===== src/rtl/svga_timing.sv =====
// 800x600@60 SVGA raster generator: position counters, blanks, data enable, syncs and line/frame strobes.
// Optional macro SVGA_SYNC_DELAY_EN delays hsync/vsync by one clock to match a one-stage pixel pipeline.
module svga_timing #(
  parameter int H_VISIBLE  = 800,
  parameter int H_FRONT    = 40,
  parameter int H_SYNC     = 128,
  parameter int H_BACK     = 88,
  parameter int V_VISIBLE  = 600,
  parameter int V_FRONT    = 1,
  parameter int V_SYNC     = 4,
  parameter int V_BACK     = 23,
  parameter bit H_SYNC_POL = 1'b1,
  parameter bit V_SYNC_POL = 1'b1,
  localparam int H_TOTAL   = H_VISIBLE + H_FRONT + H_SYNC + H_BACK,
  localparam int V_TOTAL   = V_VISIBLE + V_FRONT + V_SYNC + V_BACK,
  localparam int HW        = $clog2(H_TOTAL),
  localparam int VW        = $clog2(V_TOTAL)
) (
  input  logic          clk,
  input  logic          reset_n,
  output logic [HW-1:0] counter_h,
  output logic [VW-1:0] counter_v,
  output logic          hblank,
  output logic          vblank,
  output logic          de,
  output logic          hsync,
  output logic          vsync,
  output logic          next_vertical,
  output logic          next_frame
);

  localparam logic [HW-1:0] H_LAST   = HW'(H_TOTAL - 1);
  localparam logic [VW-1:0] V_LAST   = VW'(V_TOTAL - 1);
  localparam logic [HW-1:0] H_VIS_C  = HW'(H_VISIBLE);
  localparam logic [VW-1:0] V_VIS_C  = VW'(V_VISIBLE);
  localparam logic [HW-1:0] HS_START = HW'(H_VISIBLE + H_FRONT);
  localparam logic [HW-1:0] HS_END   = HW'(H_VISIBLE + H_FRONT + H_SYNC - 1);
  localparam logic [VW-1:0] VS_START = VW'(V_VISIBLE + V_FRONT);
  localparam logic [VW-1:0] VS_END   = VW'(V_VISIBLE + V_FRONT + V_SYNC - 1);

  logic [HW-1:0] h_q, h_d;
  logic [VW-1:0] v_q, v_d;
  logic          hblank_q, hblank_d;
  logic          vblank_q, vblank_d;
  logic          de_q, de_d;
  logic          hsync_q, hsync_d;
  logic          vsync_q, vsync_d;
  logic          nv_q, nv_d;
  logic          nf_q, nf_d;

  // Flags are decoded from the next counter value so each registered flag
  // lines up with the counter value presented in the same cycle.
  always_comb begin
    h_d = h_q + HW'(1);
    v_d = v_q;
    if (h_q == H_LAST) begin
      h_d = '0;
      v_d = (v_q == V_LAST) ? '0 : v_q + VW'(1);
    end
    hblank_d = (h_d >= H_VIS_C);
    vblank_d = (v_d >= V_VIS_C);
    de_d     = !hblank_d && !vblank_d;
    hsync_d  = ((h_d >= HS_START) && (h_d <= HS_END)) ? H_SYNC_POL : ~H_SYNC_POL;
    vsync_d  = ((v_d >= VS_START) && (v_d <= VS_END)) ? V_SYNC_POL : ~V_SYNC_POL;
    nv_d     = (h_d == H_LAST);
    nf_d     = nv_d && (v_d == V_LAST);
  end

  // Reset parks the counters on the last position so the first edge lands on (0,0).
  always_ff @(posedge clk or negedge reset_n) begin
    if (!reset_n) begin
      h_q      <= H_LAST;
      v_q      <= V_LAST;
      hblank_q <= 1'b1;
      vblank_q <= 1'b1;
      de_q     <= 1'b0;
      hsync_q  <= ~H_SYNC_POL;
      vsync_q  <= ~V_SYNC_POL;
      nv_q     <= 1'b0;
      nf_q     <= 1'b0;
    end else begin
      h_q      <= h_d;
      v_q      <= v_d;
      hblank_q <= hblank_d;
      vblank_q <= vblank_d;
      de_q     <= de_d;
      hsync_q  <= hsync_d;
      vsync_q  <= vsync_d;
      nv_q     <= nv_d;
      nf_q     <= nf_d;
    end
  end

`ifdef SVGA_SYNC_DELAY_EN
  logic hsync_dly_q;
  logic vsync_dly_q;

  always_ff @(posedge clk or negedge reset_n) begin
    if (!reset_n) begin
      hsync_dly_q <= ~H_SYNC_POL;
      vsync_dly_q <= ~V_SYNC_POL;
    end else begin
      hsync_dly_q <= hsync_q;
      vsync_dly_q <= vsync_q;
    end
  end

  assign hsync = hsync_dly_q;
  assign vsync = vsync_dly_q;
`else
  assign hsync = hsync_q;
  assign vsync = vsync_q;
`endif

  assign counter_h     = h_q;
  assign counter_v     = v_q;
  assign hblank        = hblank_q;
  assign vblank        = vblank_q;
  assign de            = de_q;
  assign next_vertical = nv_q;
  assign next_frame    = nf_q;

endmodule


===== config.mk =====
export PLATFORM = sky130hd
export DESIGN_NAME = svga_timing
export DESIGN_NICKNAME = d
export VERILOG_FILES = /design/src/rtl/svga_timing.sv
export SDC_FILE = /design/constraint.sdc
export NUM_CORES = 1
export LEC_CHECK = 0
export ABC_AREA = 1
export CORE_UTILIZATION = 44
export DETAILED_ROUTE_END_ITERATION = 6
export GPL_TIMING_DRIVEN = 1
export PLACE_DENSITY = 0.68
export SLEW_MARGIN = 20
export SYNTH_ARGS = -nofsm -noshare
export SYNTH_HDL_FRONTEND = slang
export SYNTH_SLANG_ARGS = --single-unit
export TNS_END_PERCENT = 50

===== constraint.sdc =====
create_clock -name clk -period 2.6 [get_ports clk]
set_input_delay 0.65 -clock clk [delete_from_list [all_inputs] [get_ports clk]]
set_output_delay 0.65 -clock clk [all_outputs]
set_load 0.03 [all_outputs]

==> results.sh <==
export IMPL_outcome="finished clean"
export IMPL_antenna_cells=0
export IMPL_vias=1620
export IMPL_cts_buffers=3
export IMPL_clkLatencyLatePin_ns=0.27
export IMPL_avgSynthCellArea_um2=7.367
export IMPL_ys_warn_count=0
export IMPL_gr_total_overflow=0
export IMPL_rows=23
export IMPL_rsz0062_at_grt="false"
export IMPL_cp_cell_sequence="ha_1, nand4_2, nor2_4, nand2_1, nand2_1, nand2_1, nor2_1, nand3_1, nand2_1, nor2_1, nand2_1, inv_1"
export IMPL_cap_violations=0
export IMPL_hold_buffers=0
export IMPL_grt_pass1_vias=1597
export IMPL_finClkSkew_ns=0.006373
export IMPL_syn_inst=250
export IMPL_grt_pass1_wl_um=6982
export IMPL_slew_headroom=0.7459
export IMPL_final_area_um2=2262
export IMPL_tightest_slew_ns=0.3803
export IMPL_post_route_period_util=0.8659
export IMPL_ios=30
export IMPL_power_density_nw_per_um2=346.7
export IMPL_setup_viol=0
export IMPL_gp_congestion=0.8583
export IMPL_leakagePower_nw=1.087
export IMPL_ant_nets=0
export IMPL_fmax_mhz=444.2
export IMPL_path_max_fanout=14
export IMPL_synth_edf_count=0
export IMPL_multiInputGateArea_um2=943.4
export IMPL_coreArea_um2=4000
export IMPL_final_net_count=289
export IMPL_syn_num_nets=255
export IMPL_arrival_ns=2.43
export IMPL_hold_worst_slack_ns=0.5693
export IMPL_path_clk_slew_ns=0.10
export IMPL_grt_max_degree=29
export IMPL_hold_path_class="register to register"
export IMPL_critPathBufInv=1
export IMPL_clock_root_buffer="clkbuf_8"
export IMPL_synth_area_um2=1842
export IMPL_final_hold_viol_count=0
export IMPL_peakVddDrop_uv=211.1
export IMPL_ys_ff_latch=28
export IMPL_avgViaCountPerCell=4.865
export IMPL_yosysUniqueCellTypes=30
export IMPL_end_kind="register"
export IMPL_critPathTopFamily="simple AND/OR/NAND/NOR gates"
export IMPL_tritoncts="done"
export IMPL_antenna_found_initial=0
export IMPL_drv_slew=0
export IMPL_drt_iter0_markers=99
export IMPL_drc=0
export IMPL_cpPeakStageDelay_ns=0.62
export IMPL_critPathKind="register to register"
export IMPL_synth_top_area_frac=0.1997
export IMPL_cts_resized=0
export IMPL_initial_core_util=0.4604
export IMPL_die_h_um=66.70
export IMPL_critPathLaunchType="register"
export IMPL_die_width_um=66.70
export IMPL_seq_area_frac_synth=0.3899
export IMPL_placed_area_um2=2191
export IMPL_seq_area_um2=718.2
export IMPL_ys_async_sr_fraction=1.000
export IMPL_post_cts_repair_setup_buffers=0
export IMPL_finalWorstPathRequiredPeriod_ns=2.251
export IMPL_stdcell_count=333
export IMPL_synth_most_common_cell="nand2_1"
export IMPL_dp_cells=329
export IMPL_synth_top_cells_by_area="dfstp_2 20%, dfrtp_1 19%, nand2_1 14%, inv_1 7.1%, nor2_1 6.7%"
export IMPL_track_usage=0.2056
export IMPL_cp_data_required_time_ns=2.78
export IMPL_first_pass_iters=4
export IMPL_cts_max_level=1
export IMPL_yosys_area_top_type="dfstp_2"
export IMPL_drive_gt1_frac=0.1943
export IMPL_cts_sinks=28
export IMPL_io_buffers=29
export IMPL_synth_commonest_cells="71 x nand2_1, 35 x inv_1, 33 x nor2_1"
export IMPL_clockBufferDepth=2
export IMPL_dieArea_um2=4449
export IMPL_finalCoreUtilization=0.5655
export IMPL_drt_total_wl_um=4037
export IMPL_wire_per_inst_um=12.12
export IMPL_syn_to_final_growth_pct=22.83
export IMPL_ys_flop_type="dfstp_2"
export IMPL_dp_hpwl_um=3153
export IMPL_setup_tns_ns=0
export IMPL_cp_common_cell="nand2_1"
export IMPL_cpMaxStageDelayCell="dfstp_2"
export IMPL_filler_cell_count=389
[per-stage QoR]
| step | power, mW | setup slack, ns |
|---|---|---|
| finish | 0.7842 | 0.3487 |
| global route | 0.8169 | 0.1036 |
| CTS | 0.7982 | 0.3342 |
| detailed placement | 0.4551 | 0.3535 |
| global placement | 0.4552 | 0.3876 |
| floorplan | 0.4441 | 0.6077 |
[per-layer routing]
| layer | GRT usage | part of all wire | vias to the layer above |
|---|---|---|---|
| met4 | 0.05851 | 0.019 | 0 |
| met2 | 0.3687 | 0.50 | 28 |
| li1 | - | - | 834 |
| met5 | 0 | 0 | - |
| met1 | 0.2559 | 0.46 | 749 |
| met3 | 0.02397 | 0.026 | 9 |
[where the power goes]
| part | internal (mW) | switching, mW |
|---|---|---|
| Sequential | 0.436 | 0 |
| Clock | 0.206 | 0.132 |
| Combinational | 0.00230 | 0.00805 |
[registers in the layout, summed over array words and instances (netlist names)]
| signal | flops |
|---|---|
| next_frame | 1 |
| vblank | 1 |
| counter_v | 10 |
| hblank | 1 |
| hsync | 1 |
| de | 1 |
| counter_h | 11 |
| vsync | 1 |
| next_vertical | 1 |
[layout by cell type, fill, tap and decap left out, drive strengths merged]
| cell | Yosys | final |
|---|---|---|
| a21oi | 3 | 3 |
| buf | 2 | 2 |
| bufinv | 0 | 1 |
| clkbuf | 0 | 3 |
| clkdlybuf4s50 | 0 | 29 |
| clkinv | 1 | 1 |
| dfrtp | 14 | 14 |
| dfstp | 14 | 14 |
| ha | 3 | 3 |
| inv | 42 | 42 |
| nand2 | 77 | 77 |
| nand2b | 1 | 1 |
| nand3 | 25 | 25 |
| nand3b | 2 | 2 |
| nand4 | 10 | 10 |
| nor2 | 40 | 40 |
| nor3 | 3 | 3 |
| nor3b | 1 | 1 |
| o21ai | 3 | 3 |
| or2 | 1 | 1 |
| xor2 | 8 | 8 |
[worst paths after layout]
path | start | end | slack, ns | cells after the start
setup reg to reg | counter_h[0] | vsync | 0.35 | 12
hold reg to reg | counter_v[0] | counter_v[0] | 0.57 | 2
max in group asynchronous | reset_n | counter_h[4] | 1.55 | 2
hold / removal | counter_v[0] | counter_v[0] | 0.57 | 2
setup / recovery | counter_h[0] | vsync | 0.35 | 12
min in group asynchronous | reset_n | counter_h[5] | 0.74 | 2
[worst register-to-register path: cells and delay by family, from the launching register on]
| family | cells | cell delay [ns] |
|---|---|---|
| adder cells (fa/ha/maj) | 1 | 0.24 |
| buffers and inverters | 1 | 0.03 |
| flip-flops | 1 | 0.62 |
| AND/OR/NAND/NOR | 10 | 1.29 |
[layout make-up]
cell class                      instances  share of cell area
Sequential cell                        28              0.3175
Tap cell                               50             0.02765
Inverter                               43             0.07135
Multi-Input combinational cell        177              0.4170
Clock buffer                            3             0.01825
Clock inverter                          1             0.01327
Timing Repair Buffer                   31              0.1350
[cells by family after synthesis]
group,Yosys count,share of synthesized area
adder cells (fa/ha/maj),3,0.02038
buffers and inverters,45,0.09783
AO/OA/AOI/OAI,6,0.01834
AND/OR/NAND/NOR,160,0.4314
XOR/XNOR,8,0.04212
flip-flops,28,0.3899
Note: power is estimated with default switching activity, not from simulation.
